--- config.mk ---
export PLATFORM = sky130hd
export DESIGN_NAME = sr_tap_ctrl
export DESIGN_NICKNAME = d
export VERILOG_FILES = /design/src/rtl/sr_ctrl_pkg.sv /design/src/rtl/sr_settle_timer.sv /design/src/rtl/sr_tap_ctrl.sv
export SDC_FILE = /design/constraint.sdc
export NUM_CORES = 1
export LEC_CHECK = 0
export CORE_ASPECT_RATIO = 0.75
export CORE_MARGIN = 2
export CORE_UTILIZATION = 55
export CTS_BUF_LIST = sky130_fd_sc_hd__clkbuf_4 sky130_fd_sc_hd__clkbuf_8
export DETAILED_ROUTE_END_ITERATION = 12
export GPL_TIMING_DRIVEN = 0
export PLACE_DENSITY_LB_ADDON = 0.3
export SYNTH_ARGS = -nofsm -noshare
export SYNTH_HDL_FRONTEND = slang
export SYNTH_HIERARCHICAL = 1
export SYNTH_SLANG_ARGS = --single-unit
--- constraint.sdc ---
create_clock -name clk -period 3.41 [get_ports clk]
set_input_delay 0.5115 -clock clk [delete_from_list [all_inputs] [get_ports clk]]
set_output_delay 0.5115 -clock clk [all_outputs]
set_load 0.03 [all_outputs]
--- src/rtl/sr_ctrl_pkg.sv ---
// sr_ctrl_pkg: shared state encoding and tap constants for the delay-line tap sequencer
package sr_ctrl_pkg;
    localparam int TAP_W = 5;
    localparam logic [TAP_W-1:0] TAP_MAX = 5'd31;
    localparam int SRL_DEPTH = 32;
    typedef enum logic [2:0] {IDLE, COMMIT, SETTLE, SCAN_ARM, SCAN_WAIT} state_t;
endpackage

--- src/rtl/sr_settle_timer.sv ---
// sr_settle_timer: reloadable settle countdown; expire flags the last counting cycle
module sr_settle_timer #(
    parameter int SETTLE_CYC = 34
) (
    input  logic clk,
    input  logic rst,
    input  logic load,
    output logic expire
);
    localparam int CW = $clog2(SETTLE_CYC + 1);
    logic [CW-1:0] cnt;
    always_ff @(posedge clk) begin
        if (rst || load) cnt <= CW'(SETTLE_CYC);
        else if (cnt != '0) cnt <= cnt - CW'(1);
    end
    assign expire = cnt == CW'(1);
endmodule

--- src/rtl/sr_tap_ctrl.sv ---
// sr_tap_ctrl: stages delay-line tap/bypass settings, commits them on trigger boundaries and runs tap scans
module sr_tap_ctrl import sr_ctrl_pkg::*; #(
    parameter int NUM_CH = 4,
    parameter int CH_W = 2,
    parameter int SETTLE_CYC = SRL_DEPTH + 2,
    parameter logic [TAP_W-1:0] TAP_RST = 5'd2
) (
    input  logic                    clk,
    input  logic                    rst,
    input  logic                    cfg_we,
    input  logic [CH_W-1:0]         cfg_chan,
    input  logic [TAP_W-1:0]        cfg_tap,
    input  logic                    cfg_bypass,
    input  logic                    trig,
    input  logic                    scan_start,
    input  logic [CH_W-1:0]         scan_chan,
    output logic [NUM_CH*TAP_W-1:0] tap_out,
    output logic [NUM_CH-1:0]       bypass_out,
    output logic                    data_valid,
    output logic                    pending,
    output logic                    scan_active,
    output logic                    scan_done,
    output logic                    cfg_err
);
    state_t state, state_n;
    logic [NUM_CH-1:0][TAP_W-1:0] tap_q, stg_tap, snap_tap;
    logic [NUM_CH-1:0] byp_q, stg_byp, snap_byp;
    logic [CH_W-1:0] sc_ch;
    logic [TAP_W-1:0] sv_tap, sc_tap, arm_tap;
    logic sv_byp, arm_byp;
    logic cfg_ok, scan_ok, cfg_bad, expire, timer_load, final_step;

    assign cfg_ok = cfg_we && 32'(cfg_chan) < NUM_CH && !scan_active && state != SCAN_ARM;
    assign scan_ok = scan_start && state == IDLE && 32'(scan_chan) < NUM_CH;
    assign cfg_bad = (cfg_we && !cfg_ok) || (scan_start && !scan_ok);
    assign timer_load = state == COMMIT || state == SCAN_ARM;
    assign tap_out = tap_q;
    assign bypass_out = byp_q;

    sr_settle_timer #(.SETTLE_CYC(SETTLE_CYC)) u_timer (
        .clk(clk), .rst(rst), .load(timer_load), .expire(expire)
    );

    // Scan steps pass through COMMIT so they share the commit latency.
    always_comb begin
        sc_tap = '0;
        arm_tap = '0;
        arm_byp = 1'b0;
        for (int k = 0; k < NUM_CH; k++) begin
            sc_tap = (sc_ch == CH_W'(k)) ? tap_q[k] : sc_tap;
            arm_tap = (scan_chan == CH_W'(k)) ? stg_tap[k] : arm_tap;
            arm_byp = (scan_chan == CH_W'(k)) ? stg_byp[k] : arm_byp;
        end
        final_step = state == SETTLE && expire && scan_active && sc_tap == TAP_MAX;
        state_n = state;
        case (state)
            IDLE:      state_n = scan_ok ? SCAN_ARM : (trig && pending) ? COMMIT : IDLE;
            COMMIT:    state_n = SETTLE;
            SCAN_ARM:  state_n = SETTLE;
            SETTLE:    state_n = !expire ? SETTLE : (scan_active && sc_tap != TAP_MAX) ? SCAN_WAIT : IDLE;
            SCAN_WAIT: state_n = trig ? COMMIT : SCAN_WAIT;
            default:   state_n = IDLE;
        endcase
    end

    always_ff @(posedge clk) begin
        if (rst) begin
            state <= SETTLE;
            tap_q <= {NUM_CH{TAP_RST}};
            byp_q <= '1;
            stg_tap <= {NUM_CH{TAP_RST}};
            stg_byp <= '1;
            snap_tap <= {NUM_CH{TAP_RST}};
            snap_byp <= '1;
            sc_ch <= '0;
            sv_tap <= TAP_RST;
            sv_byp <= 1'b1;
            data_valid <= 1'b0;
            pending <= 1'b0;
            scan_active <= 1'b0;
            scan_done <= 1'b0;
            cfg_err <= 1'b0;
        end else begin
            state <= state_n;
            pending <= stg_tap != tap_q || stg_byp != byp_q;
            scan_done <= final_step;
            cfg_err <= cfg_err | cfg_bad;
            if (state_n == COMMIT || state_n == SCAN_ARM) data_valid <= 1'b0;
            if (state == SETTLE && expire) data_valid <= 1'b1;
            // Snapshot at the trigger so a same-cycle write lands in stage only.
            if (state == IDLE && state_n == COMMIT) begin
                snap_tap <= stg_tap;
                snap_byp <= stg_byp;
            end
            if (scan_ok) begin
                sc_ch <= scan_chan;
                sv_tap <= arm_tap;
                sv_byp <= arm_byp;
            end
            if (state == SCAN_ARM) scan_active <= 1'b1;
            if (final_step) scan_active <= 1'b0;
            if (state == COMMIT && !scan_active) begin
                tap_q <= snap_tap;
                byp_q <= snap_byp;
            end
            for (int k = 0; k < NUM_CH; k++) begin
                if (cfg_ok && cfg_chan == CH_W'(k)) begin
                    stg_tap[k] <= cfg_tap;
                    stg_byp[k] <= cfg_bypass;
                end
                if (sc_ch == CH_W'(k)) begin
                    if (state == SCAN_ARM) begin
                        tap_q[k] <= '0;
                        byp_q[k] <= 1'b0;
                    end
                    if (state == COMMIT && scan_active) tap_q[k] <= tap_q[k] + TAP_W'(1);
                    if (final_step) begin
                        tap_q[k] <= sv_tap;
                        byp_q[k] <= sv_byp;
                    end
                end
            end
        end
    end
endmodule

==> summary.txt <==
GPL Wtd Cong: 0.9970
Number of buffer and inverter stages on the critical path: 1
Share of layout cells above drive strength 1: 10.22%
Pre-antenna DRT Iters: 5
FF+latch count, synth: 94
Std-Cell Rows: 30
Mean post-synth cell area: 8.899 µm²
Vias post-DR: 4746
Drt drc: 0
TritonCTS clock tree: done
IO buf count: 41
Crit path time final: 2.774 ns
Setup crit start kind: register
Placement Setup Slack: 0.6992 ns
Final setup margin: 0.6355 ns
Crit Path Max Fanout: 8
Total grt overflow: 0
Core ar.: 9009 µm²
Drt total wl: 14810 µm
Initial antenna violation count: 0
Worst EP required: 3.67 ns
Die H: 87.10 µm
Largest net degree at the start of global routing: 16
Synth top area cells: dfxtp_1 37%, mux2i_1 7.1%, nand2_1 4.8%
Top_reg_cell synth: dfxtp_1
Finished Cell Area: 5844 µm²
H-Tree Depth: 3
Period utilisation layout: 81.36%
Antenna cells: 0
Hold path cells: 2
Critical Path End Type: register
Die area: 9998 µm²
Chip Width: 114.8 µm
Vias per cell: 6.431
Starting Density: 56.21%
Setup_tns: 0 ns
Clk sink count: 94
Vias in the first global route: 4444
Skew-Pair Late Insertion Delay: 0.37 ns
Ys async rst share: 0%
Status: finished clean
# hold bufs at CTS: 0
R2R depth: 8
Critical Path Max Stage Delay: 0.40 ns
Global-route wire length before repair: 23140 µm
Worst-path clk slew: 0.09 ns
Slew @ Worst Pin: 0.7326 ns
Crit Path Class: register to register
Synth cell types: 56
Net Count, Synth: 591
CTS resizes: 0
Setup Buffers After CTS: 0
R2R Setup Slk: 0.64 ns
Root Buffer: clkbuf_8
Fin nets: 643
Top delay family on crit path: simple AND/OR/NAND/NOR gates
Cts bufs inserted: 9
# IOs: 44
Longest Clk Path Bufs: 2
Non-filler cells, final: 738
Routed length per placed instance: 20.06 µm
Critical Path AT: 3.03 ns
Slowest cell on crit path: clkbuf_1
Final core utilization: 64.88%
Hpwl dp: 11050 µm
Synth area leader: dfxtp_1
PwrDens: 396.3 nW/µm²
Post-route ant nets: 0
Share of the synthesized area in the top cell type: 37.16%
Hold Vio Cnt, Final: 0
Final setup fails: 0
Max-cap violation count: 0
Clock skew: 0.01278 ns
Synth cell count leaders: 94 x dfxtp_1, 65 x nand2_1, 54 x nor2_1
Cell with the most instances after synthesis: dfxtp_1
Peak VDD IR: 0.0003439 V
Post-synthesis sequential area ratio: 37.16%
R2r endpoint: tap_out[14]$_SDFF_PP0_
RSZ-0062 raised after global routing: false
Fmax: 0.3604 GHz
Hold Path End: snap_tap[13]$_SDFFE_PP0P_
FF-to-FF Start: u_timer/cnt[2]$_SDFFE_PP0P_
Fillers: 778
Slew Limit Fails: 0
Post-synth EDFFs: 0
CP Cell Sequence: nor4_4 -> and2_1 -> nor4bb_1 -> clkbuf_1 -> nand4_1 -> a21oi_4 -> nor3_1 -> a2111oi_2
GRT Util Overall: 30.70%
Area Growth Syn to Fin: 15.42%
YS warnings: 6
Post-Place Cells: 722
1st-iter DRT viols: 503
Slew headroom: 51.16%
Worst hold start: snap_tap[13]$_SDFFE_PP0P_
Hold Path Class: register to register
DP Area: 5614 µm²
Cells after Synth: 569
Post-Syn Area: 5064 µm²
Leak: 2.181 nW
flip-flops by register name (all words and copies together), names as in the netlist, 2 cells and up:
name	flops
snap_tap	20
stg_tap	20
tap_out	20
u_timer/cnt	6
sv_tap	5
bypass_out	4
snap_byp	4
stg_byp	4
state	3
sc_ch	2
worst max path at each step:
stage	from	endpoint	slack, ns	cells past startpoint
2_1_floorplan	u_timer/cnt[2]$_SDFFE_PP0P_	tap_out[3]$_SDFF_PP0_	1.20	8
3_3_place_gp	scan_start	snap_tap[19]$_SDFFE_PP0P_	0.74	8
3_5_place_dp	scan_start	snap_tap[14]$_SDFFE_PP0P_	0.70	8
4_1_cts	u_timer/cnt[2]$_SDFFE_PP0P_	tap_out[15]$_SDFF_PP0_	0.70	8
5_1_grt	u_timer/cnt[2]$_SDFFE_PP0P_	tap_out[9]$_SDFF_PP0_	0.44	8
6_report	u_timer/cnt[2]$_SDFFE_PP0P_	tap_out[14]$_SDFF_PP0_	0.64	8
cell type report:
type | instances | area (µm²) | share of cell area [%]
multi-input cells | 432 | 2978 | 50.95
flip-flops and latches | 94 | 1882 | 32.20
repair buffers | 41 | 410.4 | 7.022
plain buffers | 36 | 177.7 | 3.040
clock buffers | 12 | 152.6 | 2.612
well taps | 112 | 140.1 | 2.398
clock inverters | 4 | 77.57 | 1.327
inverters | 7 | 26.28 | 0.4496
per-stage QoR:
step           total power, mW  hold WS [ns]
3_3_place_gp             1.488        0.4443
2_1_floorplan            1.392        0.4319
5_1_grt                  2.396        0.4762
6_report                 2.316        0.4700
3_5_place_dp             1.499        0.4488
4_1_cts                  2.321        0.4631
cell usage in the layout (no fill, tap or decap), drive strengths merged, types with 8 or more instances in the layout:
cell type      Yosys  layout
dfxtp             94      94
nand2             66      66
nor2              54      54
a21oi             46      46
clkdlybuf4s50      0      41
mux2i             36      36
clkbuf            22      34
o21ai             31      31
xnor2             20      20
xor2              19      19
nor3              15      15
buf               14      14
nand3             13      13
nand4             12      12
a2111oi           12      12
a211o             11      11
nand3b             9       9
mux2               9       9
a31oi              9       9
inv                7       8
nor4               8       8
layer usage:
metal / global-route usage, % / vias up / wire length (µm)
li1: - / 2152 / -
met1: 42.45 / 2263 / 6262
met3: 7.933 / 55 / 1701
met4: 12.81 / 0 / 436
met5: 0 / - / 0
met2: 45.83 / 276 / 6405
worst reg2reg max path: cells and delay by family, from the launching register on:
kind	cells	cell delay, ns
buf+inv	1	0.40
simple gates	5	1.23
flops	1	0.38
compound gates	2	0.66
power by group:
group | switching (mW) | internal, mW | leakage (nW)
Combinational | 0.147 | 0.131 | 1.30
Clock | 0.380 | 0.454 | 0.118
Sequential | 0.0696 | 1.14 | 0.763
kinds of logic after synthesis:
family | after synthesis | share of synthesized area [%]
fa+ha+maj | 7 | 1.730
xor+xnor | 39 | 6.746
compound gates | 129 | 17.67
simple gates | 205 | 20.43
mux | 52 | 12.23
flops | 94 | 37.16
buf+inv | 43 | 4.028
Note: power is estimated with default switching activity, not from simulation.
